File: src/rtl/sys_defs.sv
// Shared execute/complete definitions: FU population, flattened FU id offsets,
// function-type encoding and the EX_CO_PACKET handed from execute to complete.
package sys_defs;

  localparam int NUM_ALU    = 3;
  localparam int NUM_MULT   = 2;
  localparam int NUM_BRANCH = 1;
  localparam int NUM_LOAD   = 1;
  localparam int NUM_STORE  = 1;

  localparam int NUM_FU_TOTAL = NUM_ALU + NUM_MULT + NUM_BRANCH + NUM_LOAD + NUM_STORE;

  // Flattened FU ids: ALU first, then MULT, BRANCH, LOAD, STORE.
  localparam int ALU_BASE    = 0;
  localparam int MULT_BASE   = ALU_BASE + NUM_ALU;
  localparam int BRANCH_BASE = MULT_BASE + NUM_MULT;
  localparam int LOAD_BASE   = BRANCH_BASE + NUM_BRANCH;
  localparam int STORE_BASE  = LOAD_BASE + NUM_LOAD;

  localparam int FU_IDX_W = $clog2(NUM_FU_TOTAL);
  localparam int ROB_W    = 5;
  localparam int XLEN     = 32;

  typedef enum logic [2:0] {
    FUNC_ALU    = 3'd0,
    FUNC_MULT   = 3'd1,
    FUNC_BRANCH = 3'd2,
    FUNC_LOAD   = 3'd3,
    FUNC_STORE  = 3'd4
  } FUNC_TYPE;

  typedef struct packed {
    logic                valid;
    logic [ROB_W-1:0]    rob_index;
    FUNC_TYPE            function_type;
    logic [FU_IDX_W-1:0] issued_fu_index;
    logic [XLEN-1:0]     result;
  } EX_CO_PACKET;

endpackage

File: src/rtl/ex_co_rr_arbiter.sv
// Purely combinational round-robin arbiter: first requester at or after ptr,
// wrapping modulo NUM_REQ; returns one-hot grant plus encoded index.
module ex_co_rr_arbiter #(
  parameter int NUM_REQ = 4,
  parameter int IDX_W   = $clog2(NUM_REQ)
) (
  input  logic [NUM_REQ-1:0] req,
  input  logic [IDX_W-1:0]   ptr,
  output logic [NUM_REQ-1:0] grant,
  output logic               grant_valid,
  output logic [IDX_W-1:0]   grant_idx
);

  always_comb begin
    logic [IDX_W:0] pos;
    logic           take;
    pos         = '0;
    take        = 1'b0;
    grant_valid = 1'b0;
    grant_idx   = '0;
    for (int k = 0; k < NUM_REQ; k++) begin
      pos         = {1'b0, ptr} + (IDX_W+1)'(k);
      pos         = (pos >= (IDX_W+1)'(NUM_REQ)) ? pos - (IDX_W+1)'(NUM_REQ) : pos;
      take        = !grant_valid && req[pos[IDX_W-1:0]];
      grant_idx   = take ? pos[IDX_W-1:0] : grant_idx;
      grant_valid = grant_valid | take;
    end
    grant = grant_valid ? (NUM_REQ'(1) << grant_idx) : '0;
  end

endmodule

File: src/rtl/ex_co_arbiter.sv
// Execute->complete result arbiter: one holding slot per FU, one registered result per cycle.
// Optional macro EX_CO_BRANCH_PRIORITY_EN lets branch results overtake round-robin order.
module ex_co_arbiter import sys_defs::*; #(
  parameter int NUM_REQ = NUM_FU_TOTAL,
  parameter int IDX_W   = $clog2(NUM_REQ)
) (
  input  logic               clock,
  input  logic               reset,
  input  logic               rollback,
  input  logic [NUM_REQ-1:0] fu_done_valid,
  input  EX_CO_PACKET        fu_done_packet [NUM_REQ],
  output logic [NUM_REQ-1:0] fu_done_ready,
  output EX_CO_PACKET        ex_co_reg,
  output logic [IDX_W:0]     pending_count
);

  EX_CO_PACKET        slot [NUM_REQ];
  EX_CO_PACKET        cand [NUM_REQ];
  EX_CO_PACKET        win_pkt;
  logic [NUM_REQ-1:0] slot_valid, slot_valid_nxt, load_slot, req;
  logic [NUM_REQ-1:0] rr_grant, grant;
  logic [IDX_W-1:0]   rr_ptr, rr_ptr_nxt, rr_idx, grant_idx;
  logic               rr_valid, grant_valid;

  function automatic logic [IDX_W:0] count_ones(input logic [NUM_REQ-1:0] v);
    logic [IDX_W:0] n;
    n = '0;
    for (int i = 0; i < NUM_REQ; i++) n = n + {{IDX_W{1'b0}}, v[i]};
    return n;
  endfunction

  // A full slot back-pressures its FU until the held result is granted.
  assign fu_done_ready = ~slot_valid;
  assign req           = slot_valid | fu_done_valid;

  always_comb begin
    for (int i = 0; i < NUM_REQ; i++) cand[i] = slot_valid[i] ? slot[i] : fu_done_packet[i];
  end

  ex_co_rr_arbiter #(.NUM_REQ(NUM_REQ), .IDX_W(IDX_W)) u_rr (
    .req         (req),
    .ptr         (rr_ptr),
    .grant       (rr_grant),
    .grant_valid (rr_valid),
    .grant_idx   (rr_idx)
  );

`ifdef EX_CO_BRANCH_PRIORITY_EN
  logic [NUM_REQ-1:0] br_req;
  logic [IDX_W-1:0]   br_idx;

  // Lowest-index branch candidate overrides the round-robin winner.
  always_comb begin
    br_req = '0;
    br_idx = '0;
    for (int i = NUM_REQ - 1; i >= 0; i--) begin
      br_req[i] = req[i] && (cand[i].function_type == FUNC_BRANCH);
      br_idx    = br_req[i] ? IDX_W'(i) : br_idx;
    end
    grant_valid = rr_valid;
    grant_idx   = (|br_req) ? br_idx : rr_idx;
    grant       = (|br_req) ? (NUM_REQ'(1) << br_idx) : rr_grant;
  end
`else
  always_comb begin
    grant_valid = rr_valid;
    grant_idx   = rr_idx;
    grant       = rr_grant;
  end
`endif

  always_comb begin
    win_pkt        = cand[grant_idx];
    win_pkt.valid  = 1'b1;
    slot_valid_nxt = (slot_valid | fu_done_valid) & ~grant;
    load_slot      = fu_done_valid & ~slot_valid & ~grant;
    rr_ptr_nxt     = (grant_idx == IDX_W'(NUM_REQ - 1)) ? '0 : grant_idx + IDX_W'(1);
  end

  // Control state; rollback drops every held and incoming result but keeps rr_ptr.
  always_ff @(posedge clock) begin
    if (!reset) begin
      slot_valid    <= '0;
      rr_ptr        <= '0;
      ex_co_reg     <= '0;
      pending_count <= '0;
    end else if (rollback) begin
      slot_valid    <= '0;
      ex_co_reg     <= '0;
      pending_count <= '0;
    end else begin
      slot_valid    <= slot_valid_nxt;
      rr_ptr        <= grant_valid ? rr_ptr_nxt : rr_ptr;
      ex_co_reg     <= grant_valid ? win_pkt : '0;
      pending_count <= count_ones(slot_valid_nxt);
    end
  end

  always_ff @(posedge clock) begin
    for (int i = 0; i < NUM_REQ; i++) begin
      if (load_slot[i]) slot[i] <= fu_done_packet[i];
    end
  end

endmodule

File: config.mk
export PLATFORM = sky130hd
export DESIGN_NAME = ex_co_arbiter
export DESIGN_NICKNAME = d
export VERILOG_FILES = /design/src/rtl/sys_defs.sv /design/src/rtl/ex_co_rr_arbiter.sv /design/src/rtl/ex_co_arbiter.sv
export SDC_FILE = /design/constraint.sdc
export NUM_CORES = 1
export LEC_CHECK = 0
export CORE_AREA = 2 2 192 194
export DETAILED_ROUTE_END_ITERATION = 16
export DIE_AREA = 0 0 194 196
export DONT_BUFFER_PORTS = 1
export PLACE_DENSITY_LB_ADDON = 0.08
export SYNTH_ARGS = -nofsm -noshare
export SYNTH_HDL_FRONTEND = slang
export SYNTH_HIERARCHICAL = 1
export SYNTH_SLANG_ARGS = --single-unit
File: constraint.sdc
create_clock -name clock -period 6.59 [get_ports clock]
set_input_delay 0.659 -clock clock [delete_from_list [all_inputs] [get_ports clock]]
set_output_delay 0.659 -clock clock [all_outputs]
set_load 0.05 [all_outputs]
==> results.md, run 1 <==
Outcome:
- The run finished with clean final reports.

Yosys:
- The warning count from the yosys run is 6.
- The most frequently used cell type in the post-synthesis netlist is edfxtp_1.
- The distinct cell type count after synthesis is 67.
- The leading area contributor after synthesis is edfxtp_1.
- Summing the sequential cell areas from Yosys gives 58.6% of the chip area.
- The average cell area after synthesis is 13.6 um^2.
- After synthesis, the most frequently instantiated cells are 344 x edfxtp_1, 181 x mux2i_1, 181 x nand2_1, 177 x mux2_2, 172 x o211ai_1.
- Counting every net in the synthesized netlist gives 1815.
- In this run the cell area of the synthesized design comes to 19600 um^2.
- The most instantiated flip-flop cell in the synthesis netlist is edfxtp_1.
- In the synthesized netlist, the number of instances is 1441.
- After synthesis the netlist holds a flip-flop and latch count of 403.
- In this run, synthesis inferred 344 flip-flops with an integrated enable.
- The area share of the largest cell type after synthesis is 52.6%.
- Of all flip-flops after synthesis, the portion carrying an async set or reset was 0%.
- By area the synthesized netlist is led by edfxtp_1 53%, mux2_2 10%, mux2i_1 9.2%, o211ai_1 6.6%, dfxtp_1 6.0%.

Clocking:
- The sink count of the clock tree is 403.
- Buffers inserted during clock tree synthesis total 44.
- The total setup buffers inserted after CTS is 0.
- The clock tree from TritonCTS is built.
- The clock tree buffer depth is 3.
- The clock reaches the later pin of the worst-skew pair after 0.57 ns.
- The clock transition at the registers of the reported paths is 0.06 ns.
- In this run the clock root is driven by a clkbuf_16.
- The count of hold-fix buffers inserted at cts is 0.
- Post-CTS repair changed the size of 0 cells.
- The H-tree was split into 2 levels.

Power and ir drop:
- The power density relative to cell area is 476 nW/um^2.
- The maximum vdd ir drop is 0.522 mV.
- For this design the static power due to leakage is 0.00705 uW.
- After layout, the design draws a total of 10300 uW.

Place:
- Routability-driven placement finished with a final weighted congestion of 0.875.
- The detailed placer's ending HPWL is 37200 um.
- The total of buffers placed on input and output ports is 0.

Route:
- The routed via count divided by cell count is 6.46.
- Wires add up to 57300 um.
- The count of routing violations after the opening detailed-route iteration is 745.
- The first TritonRoute pass finished after 5 iterations.
- The number of nets with antenna violations after detailed routing is 0.
- The routed layout has 12400 vias.
- The DRC violation count after routing is 0.
- The wire length per cell after detailed routing is 29.7 um.

Timing:
- In this run the tightest slew margin relative to its limit is 23.3%.
- Setup repair after global routing left no endpoint under its margin.
- Summed over all failing endpoints, the final setup total negative slack is 0 ns.
- The clock period could shrink to 5.94 ns.
- For the final database, setup skew stands at 0.0256 ns.
- Setup violations remaining at the end of the flow were counted as 0.
- The number of pins with negative max-slew slack in the final report is 0.
- The number of hold violations in the final report came to 0.
- At the pin with the least slew margin, the transition time is 1.15 ns.
- For this run, the top clock speed supported by timing is 168 MHz.
- The final clock period utilization by the worst path is 90.1%.

GRT:
- The overall track demand over capacity in global routing is 29.6%.
- The first global-routing pass estimated 83500 um of wire.
- The maximum number of pins on one net before global-route repair is 87.
- The number of global-route vias before repair came to 12700.
- The total overflow left after global routing is 0.
- The initial antenna violation count came to 1.

Worst setup path:
- The kind of end point of the critical path is a flop.
- The endpoint identified for the worst register-to-register timing path is pending_count[2]$_SDFF_PP0_.
- The data arrival time of the critical path is 6.36 ns.
- STA classifies the critical path startpoint as a flop.
- The worst reg-to-reg setup slack is 0.65 ns.
- The largest fanout on the critical path is 7.
- The worst reg-to-reg path cell count is 19.
- In this run the critical register-to-register path is launched from rr_ptr[0]$_SDFFE_PN0P_.
- The worst setup path is of the flop to flop kind.
- The critical path data required time is 7.01 ns.

Die:
- The die is 194 um wide.
- The die outline height is 196 um.
- The initialized floorplan defines 70 standard-cell rows.
- The overall die area is 38000 um^2.
- The initial utilization of the core area, before any placement, comes to 54.4%.
- 419 I/O pins were placed.
- The floorplan step defined a core boundary enclosing 36100 um^2.

Final layout:
- The area growth from synthesis to layout is 10.5%.
- The repair_antennas step left the layout with diodes totalling 0.
- The layout cell share with drive strength beyond 1 is 22.8%.
- The number of nets in the finished design is 1797.
- The filler cells instantiated in the layout total 2824.
- The flip-flop count of the largest register after layout is 344.

Min path:
- The startpoint of the most critical hold path is fu_done_packet[130].
- The number of stages on the worst hold path is 0.
- The worst hold path terminates at slot[1][86]$_DFFE_PP_.
- In this run the worst hold path is classified as primary input to flop.

Run:
- Across the run, the number of max-cap violations was 0.
-- worst max-delay path: stages (launching register included) --
cell	delay, ns
dfxtp_1	0.33
inv_1	0.11
ha_1	0.48
mux2_2	0.42
mux4_2	0.55
a211oi_2	0.38
nand3b_4	0.15
a32oi_4	0.22
or3b_1	0.43
nor2b_1	0.24
nand2b_1	0.19
fa_1	0.45
fa_1	0.52
fa_1	0.41
inv_1	0.07
ha_1	0.16
inv_1	0.07
fa_1	0.43
xor2_1	0.14
nor2_1	0.05
-- cell families (layout without fill, tap and decap cells) --
logic type	Yosys count	count (layout)	share of synthesized area [%]
xor gates and xnor gates	4	4	0.179
adders and majority gates	11	11	0.854
and+or+nand+nor	309	309	7.66
DFF	403	403	58.6
AOI/OAI and AO/OA	216	216	8.36
buffers and inverters	124	142	3.26
muxes	374	374	21.0
-- power breakdown --
group	internal, uW	switching, uW
sequential	3660	433
clock	1680	1020
combinational	1190	2350
-- metrics by stage --
step           cell area, um^2  worst slack [ns]  util (%)  hold slack (ns)  std cells
2_1_floorplan            19700             0.858         -            0.547       1441
3_3_place_gp             20100             0.629      55.7            0.570       1845
3_5_place_dp             20100             0.553      55.7            0.582       1845
4_1_cts                  21700             0.697      60.1            0.151       1927
5_1_grt                  21700             0.409      60.1            0.151       1927
6_report                 21700             0.655      60.1            0.179       1927
-- how the worst max path moves through the flow --
stage,depth (start not counted),from,to,slack [ns]
after floorplan,20,rr_ptr[0]$_SDFFE_PN0P_,pending_count[2]$_SDFF_PP0_,0.86
after global placement,19,fu_done_valid[7],pending_count[2]$_SDFF_PP0_,0.63
after detailed placement,19,fu_done_valid[7],pending_count[2]$_SDFF_PP0_,0.55
after CTS,19,rr_ptr[0]$_SDFFE_PN0P_,pending_count[2]$_SDFF_PP0_,0.70
after global routing,19,rr_ptr[0]$_SDFFE_PN0P_,pending_count[2]$_SDFF_PP0_,0.41
final,19,rr_ptr[0]$_SDFFE_PN0P_,pending_count[2]$_SDFF_PP0_,0.65
-- per-layer routing --
metal  GRT usage [%]  routed length [um]  vias up
met4            9.20                1510        2
met1            38.4               22800     6264
met3            10.4                6150       89
li1                -                   -     5528
met5               0                  10        -
met2            47.1               26800      563
-- placed cells by master, fill, tap and decap left out, types with 8 or more instances in the layout --
master,instances
a21oi_1,11
buf_4,33
bufinv_16,8
clkbuf_1,17
clkbuf_16,46
dfxtp_1,51
edfxtp_1,344
inv_1,21
mux2_2,177
mux2i_1,181
mux4_2,10
nand2_1,181
nand2b_1,9
nand4_1,43
nor2_1,24
nor3b_4,10
o211ai_1,172
-- layout make-up --
cell class / instances / area [um^2] / area share (%)
multi-input cells: 914 / 7570 / 34.9
well taps: 468 / 586 / 2.70
repair buffers: 38 / 348 / 1.60
clock buffers: 70 / 1310 / 6.04
clock inverters: 12 / 269 / 1.24
flip-flops and latches: 403 / 11500 / 53.1
inverters: 22 / 82.6 / 0.381
Note: power is estimated with default switching activity, not from simulation.
==> run 2: changes to the inputs <==
CAP_MARGIN = 15   (was unset)
==> results of run 2 <==
No change in the layout: final DEF, timing and power equal those of run 1.
==> run 3: changes to the inputs <==
--- a/config.mk
+++ b/config.mk
@@ -13,2 +13,3 @@
 export PLACE_DENSITY_LB_ADDON = 0.08
+export SLEW_MARGIN = 10
 export SYNTH_ARGS = -nofsm -noshare
--- a/constraint.sdc
+++ b/constraint.sdc
@@ -3,2 +3,2 @@
 set_output_delay 0.659 -clock clock [all_outputs]
-set_load 0.05 [all_outputs]
+set_load 0.005 [all_outputs]
==> results of run 3 <==
The final DEF is identical to that of run 1. Status: complete, no violations.
Among the figures that moved: total power 10300 uW -> 10100 uW; worst IR drop on VDD 0.522 mV -> 0.502 mV
